### src/rtl/pipe_pkg.sv
`default_nettype none
// ------------------------------------------------------------------
// pipe_pkg : shared forward-select codes, stall-run states, ID/EX control bundle
// Rev 1.0
// ------------------------------------------------------------------
package pipe_pkg;

  localparam logic [1:0] FWD_RF = 2'b00;
  localparam logic [1:0] FWD_EX = 2'b01;
  localparam logic [1:0] FWD_ME = 2'b10;

  typedef enum logic [1:0] {
    ST_IDLE = 2'd0,
    ST_S1   = 2'd1,
    ST_S2   = 2'd2,
    ST_OVER = 2'd3
  } stall_state_e;

  typedef struct packed {
    logic       reg_write;
    logic       mem_to_reg;
    logic       mem_write;
    logic [4:0] write_reg;
    logic [3:0] alu_ctrl;
    logic [2:0] pc_src;
  } idex_ctrl_t;

endpackage
`default_nettype wire

### src/rtl/fwd_mux.sv
`default_nettype none
// ------------------------------------------------------------------
// fwd_mux : 32-bit operand forward select (RF / EX / ME); code 11 falls back to RF
// Rev 1.0
// ------------------------------------------------------------------
module fwd_mux
  import pipe_pkg::*;
(
  input  logic [1:0]  i_sel,
  input  logic [31:0] i_rf,
  input  logic [31:0] i_ex,
  input  logic [31:0] i_me,
  output logic [31:0] o_q
);

  always_comb begin
    o_q = i_rf;
    case (i_sel)
      FWD_EX:  o_q = i_ex;
      FWD_ME:  o_q = i_me;
      default: o_q = i_rf;
    endcase
  end

endmodule
`default_nettype wire

### src/rtl/id_ex_pipe.sv
`default_nettype none
// ------------------------------------------------------------------
// id_ex_pipe : ID/EX pipeline register with forwarding, bubbles and stall watchdog
// Rev 1.0
// ------------------------------------------------------------------
module id_ex_pipe
  import pipe_pkg::*;
#(
  parameter int CNT_W = 16
) (
  input  logic             clk,
  input  logic             rst,
  input  logic             stall,
  input  logic             flush,
  input  logic [1:0]       ID_FA,
  input  logic [1:0]       ID_FB,
  input  logic [31:0]      ID_rd1,
  input  logic [31:0]      ID_rd2,
  input  logic [31:0]      EX_fwd,
  input  logic [31:0]      ME_fwd,
  input  logic             ID_RegWrite,
  input  logic             ID_MemtoReg,
  input  logic             ID_MemWrite,
  input  logic [4:0]       ID_WriteReg,
  input  logic [3:0]       ID_ALUCtrl,
  input  logic [2:0]       ID_PCSrc,
  input  logic [31:0]      ID_Imm,
  input  logic [31:0]      ID_PC,
  output logic [31:0]      EX_A,
  output logic [31:0]      EX_B,
  output logic             EX_RegWrite,
  output logic             EX_MemtoReg,
  output logic             EX_MemWrite,
  output logic [4:0]       EX_WriteReg,
  output logic [3:0]       EX_ALUCtrl,
  output logic [2:0]       EX_PCSrc,
  output logic [31:0]      EX_Imm,
  output logic [31:0]      EX_PC,
  output logic             EX_valid,
  output logic [CNT_W-1:0] bubble_cnt,
  output logic             stall_err
);

  idex_ctrl_t       r_ctrl;
  idex_ctrl_t       w_id_ctrl;
  logic [31:0]      w_a;
  logic [31:0]      w_b;
  logic [31:0]      r_a;
  logic [31:0]      r_b;
  logic [31:0]      r_imm;
  logic [31:0]      r_pc;
  logic             r_valid;
  logic             r_err;
  logic [CNT_W-1:0] r_cnt;
  stall_state_e     r_state;
  stall_state_e     w_state_nxt;
  logic             w_bubble;
  logic             w_set_err;

  fwd_mux u_fwd_a (
    .i_sel (ID_FA),
    .i_rf  (ID_rd1),
    .i_ex  (EX_fwd),
    .i_me  (ME_fwd),
    .o_q   (w_a)
  );

  fwd_mux u_fwd_b (
    .i_sel (ID_FB),
    .i_rf  (ID_rd2),
    .i_ex  (EX_fwd),
    .i_me  (ME_fwd),
    .o_q   (w_b)
  );

  // Stall and flush together still make exactly one bubble.
  assign w_bubble = stall | flush;

  assign w_id_ctrl = '{
    reg_write:  ID_RegWrite,
    mem_to_reg: ID_MemtoReg,
    mem_write:  ID_MemWrite,
    write_reg:  ID_WriteReg,
    alu_ctrl:   ID_ALUCtrl,
    pc_src:     ID_PCSrc
  };

  always_comb begin
    w_state_nxt = r_state;
    w_set_err   = 1'b0;
    if (flush) begin
      w_state_nxt = ST_IDLE;
    end else begin
      case (r_state)
        ST_IDLE: if (stall) w_state_nxt = ST_S1;
        ST_S1:   w_state_nxt = stall ? ST_S2 : ST_IDLE;
        ST_S2: begin
          if (stall) begin
            w_state_nxt = ST_OVER;
            w_set_err   = 1'b1;
          end else begin
            w_state_nxt = ST_IDLE;
          end
        end
        ST_OVER: w_state_nxt = stall ? ST_OVER : ST_IDLE;
        default: w_state_nxt = ST_IDLE;
      endcase
    end
  end

  always_ff @(posedge clk) begin
    if (rst) begin
      r_state <= ST_IDLE;
      r_err   <= 1'b0;
    end else begin
      r_state <= w_state_nxt;
      r_err   <= r_err | w_set_err;
    end
  end

  always_ff @(posedge clk) begin
    if (rst) begin
      r_ctrl  <= '0;
      r_a     <= '0;
      r_b     <= '0;
      r_imm   <= '0;
      r_pc    <= '0;
      r_valid <= 1'b0;
      r_cnt   <= '0;
    end else if (w_bubble) begin
      r_ctrl  <= '0;
      r_a     <= '0;
      r_b     <= '0;
      r_imm   <= '0;
      r_pc    <= '0;
      r_valid <= 1'b0;
      if (r_cnt != {CNT_W{1'b1}}) begin
        r_cnt <= r_cnt + {{(CNT_W-1){1'b0}}, 1'b1};
      end
    end else begin
      r_ctrl  <= w_id_ctrl;
      r_a     <= w_a;
      r_b     <= w_b;
      r_imm   <= ID_Imm;
      r_pc    <= ID_PC;
      r_valid <= 1'b1;
    end
  end

  assign EX_A        = r_a;
  assign EX_B        = r_b;
  assign EX_RegWrite = r_ctrl.reg_write;
  assign EX_MemtoReg = r_ctrl.mem_to_reg;
  assign EX_MemWrite = r_ctrl.mem_write;
  assign EX_WriteReg = r_ctrl.write_reg;
  assign EX_ALUCtrl  = r_ctrl.alu_ctrl;
  assign EX_PCSrc    = r_ctrl.pc_src;
  assign EX_Imm      = r_imm;
  assign EX_PC       = r_pc;
  assign EX_valid    = r_valid;
  assign bubble_cnt  = r_cnt;
  assign stall_err   = r_err;

endmodule
`default_nettype wire

### config.mk
export PLATFORM = sky130hd
export DESIGN_NAME = id_ex_pipe
export DESIGN_NICKNAME = d
export VERILOG_FILES = /design/src/rtl/pipe_pkg.sv /design/src/rtl/fwd_mux.sv /design/src/rtl/id_ex_pipe.sv
export SDC_FILE = /design/constraint.sdc
export NUM_CORES = 1
export LEC_CHECK = 0
export ABC_AREA = 1
export CORE_ASPECT_RATIO = 0.9
export CORE_UTILIZATION = 25
export DETAILED_ROUTE_END_ITERATION = 10
export PLACE_DENSITY = 0.69
export SYNTH_ARGS = -nofsm -noshare
export SYNTH_HDL_FRONTEND = slang
export SYNTH_SLANG_ARGS = --single-unit
### constraint.sdc
create_clock -name clk -period 1.5 [get_ports clk]
set_input_delay 0.3 -clock clk [delete_from_list [all_inputs] [get_ports clk]]
set_output_delay 0.3 -clock clk [all_outputs]
set_load 0.01 [all_outputs]
==> results.toml <==
[yosys]
ys_seq_area_share_pct = 54.7
synth_cells = 769
synth_most_common_cell = "dfxtp_1"
ys_top_cells_by_count = "dfxtp_1, a21oi_1, nor2_1"
synth-seq-cells = 163
synth_ff_type = "dfxtp_1"
synthArstFlopShare_pct = 0
syn_nets = 989
synth_edf_count = 0
avgSynthCellArea_sq_um = 7.75
syn-cell-area_sq_um = 5960
yosysUniqueCellTypes = 23
ys_warn_count = 0
synth_area_leader_cell = "dfxtp_1"
synth_area_leaders = "dfxtp_1, a21oi_1, nor2_1"
yosysTopAreaCellShare_pct = 54.7

[route]
vias = 6446
met3WireLength_mm = 1.79
wl_mm = 22.9
first_pass_iters = 5
ant_nets = 0
wire_per_inst_um = 15.4
highest_layer = "met4"
drc = 0
detail_route.iter0.violations = 357
vias_per_cell = 4.35
wl_met1_mm = 9.24
route.met2.wl_mm = 11.4

[power]
ir_drop_mv = 0.696
p_leak_uw = 0.00528
power_density_nw_per_um2 = 957

[clock_network]
cts-buffers-inserted = 17
cts_num_sinks = 163
cts_root_buffer = "clkbuf_16"
cts_tree = "yes"
clockBufferDepth = 2
htreeDepth = 4
clkLatencyLatePin_ns = 0.41
clk_pin_slew_worst_paths_ns = 0.08
cts_hold_buf = 0

[worst_setup_path]
cp.required_ns = 1.20
r2r_slack_ns = 0.09
arrival_ns = 1.14
crit_family = "flip-flops"
crit_chain = "dlygate4sd2_1"
max_stage_delay_ns = 0.42
r2r_start = "bubble_cnt[0]$_SDFFE_PP0P_"
critical_path_buf_inv_count = 1
crit_slowest_cell = "dfxtp_1"
worstSetupStartpointType = "register"
crit_path_max_fanout = 5
r2r_end = "bubble_cnt[1]$_SDFFE_PP0P_"
cp-end-kind = "output pin"
reg2regPathDepth = 9
critPathKind = "register to output pin"

[sta]
finClkSkew_ns = 0.00573
finalSetupViolations = 0
hold_violations = 0
slew_viol_final = 0
grt_setup_unrepaired = "true"
totalNegativeSetupSlack_ns = 0
period_minus_slack_ns = 1.44
fmaxAchievable_mhz = 696
max_slew_margin_pct = 81.1
tightest_slew_ns = 0.283
finalCritPeriodShare_pct = 95.8
holdWs_ns = 0.395

[placement]
numPortBuffers = 375
post_dp_cell_area_sq_um = 10300
place.gp.congestion = 0.943
dp_hpwl_mm = 17.4

[global_route]
grtUsageTotal_pct = 18.3
grt_pass1_vias = 6267
grt_pass1_wl_mm = 33.9
antenna_found_initial = 2
grt-ovfl-total = 0
grt_max_degree = 53

[die]
die_area_sq_um = 24500
fp.coreArea_sq_um = 23400
initial_utilization_pct = 25.5
die_h_um = 149
io_pins = 376
dieWidth_um = 165
row_count = 53

[hold_path]
hold_path.class = "input port to register"
min_to = "EX_Imm[19]$_SDFF_PP0_"
min_from = "ID_Imm[19]"
hold_depth = 3

[job]
max_cap_viol_count = 0

[run_status]
status = "finished, final reports clean"

[finish]
syn_to_final_growth_pct = 81.7
layout.nets = 1386
design_area_sq_um = 10800
drive_above_1_share_pct = 9.41
## stage by stage
step | util, % | power [uW] | setup slack, ns | cells
floorplan | - | 5090 | 0.0805 | 769
global placement | 44.2 | 6220 | -0.310 | 1443
detailed placement | 44.2 | 6230 | -0.304 | 1443
CTS | 46.0 | 10500 | 0.000358 | 1476
global route | 46.3 | 10800 | -0.0279 | 1483
finish | 46.3 | 10400 | 0.0635 | 1483
## registers in the layout, summed over array words and instances (netlist names)
signal / cells
EX_Imm: 32
bubble_cnt: 16
stall_err: 1
EX_B: 32
r_state: 2
EX_RegWrite: 1
EX_MemtoReg: 1
EX_A: 32
EX_ALUCtrl: 4
EX_MemWrite: 1
EX_PCSrc: 3
EX_PC: 32
EX_WriteReg: 5
EX_valid: 1
## placed cells by master, fill, tap and decap left out, types with 6 or more instances in the layout
master           synthesis  layout
buf_12                   0      12
dfxtp_2                  0      12
buf_4                    2      33
clkbuf_16                0      17
a21oi_1                142     142
dlygate4sd2_1            0     160
inv_8                    0       6
nand2_1                103     102
nor2_2                   2       6
clkdlybuf4s50_1          0     214
nor2_1                 119     113
o21ai_0                 59      59
inv_1                   99      98
dfxtp_1                163     151
o21ai_1                  6       6
nand3_1                 17      16
## worst max-delay path by stage
| stage | cells past startpoint | slack [ns] | start | to |
|---|---|---|---|---|
| floorplan | 7 | 0.08 | bubble_cnt[0]$_SDFFE_PP0P_ | bubble_cnt[6]$_SDFFE_PP0P_ |
| global placement | 7 | -0.31 | ID_FB[0] | EX_B[26]$_SDFF_PP0_ |
| detailed placement | 7 | -0.30 | ID_FB[0] | EX_B[3]$_SDFF_PP0_ |
| CTS | 2 | 0.0004 | bubble_cnt[0]$_SDFFE_PP0P_ | bubble_cnt[0] |
| global route | 8 | -0.03 | bubble_cnt[0]$_SDFFE_PP0P_ | bubble_cnt[14]$_SDFFE_PP0P_ |
| finish | 1 | 0.06 | bubble_cnt[15]$_SDFFE_PP0P_ | bubble_cnt[15] |
## kinds of logic after synthesis
group,share of synthesized area (%)
fa+ha+maj,1.05
buf+inv,9.76
simple gates,17.1
compound gates,17.4
flops,54.7
## repair_timing
item,CTS,global route
setup buffers,0,5
setup endpoints to repair,168,18
pin swaps,1,2
cloned,1,0
gates resized for setup,174,12
## layout make-up
type	count	area [sq um]
Multi-Input combinational cell	462	2170
Antenna cell	2	5.00
Tap cell	302	378
Timing Repair Buffer	420	4040
Fill cell	2338	12600
Clock buffer	17	425
Sequential cell	163	3280
Inverter	102	383
Clock inverter	15	158
## per-layer routing
layer	global-route usage, %	vias to the layer above
met5	0	-
met4	6.33	0
met3	5.61	30
met2	31.3	280
met1	21.6	2912
li1	-	3224
## report_power, final
group	internal [uW]	switching [uW]	leakage, uW
sequential	4450	38.0	0.00133
combinational	875	673	0.00366
clock	2230	2100	0.000289
Power figures use the tool's default switching activity.
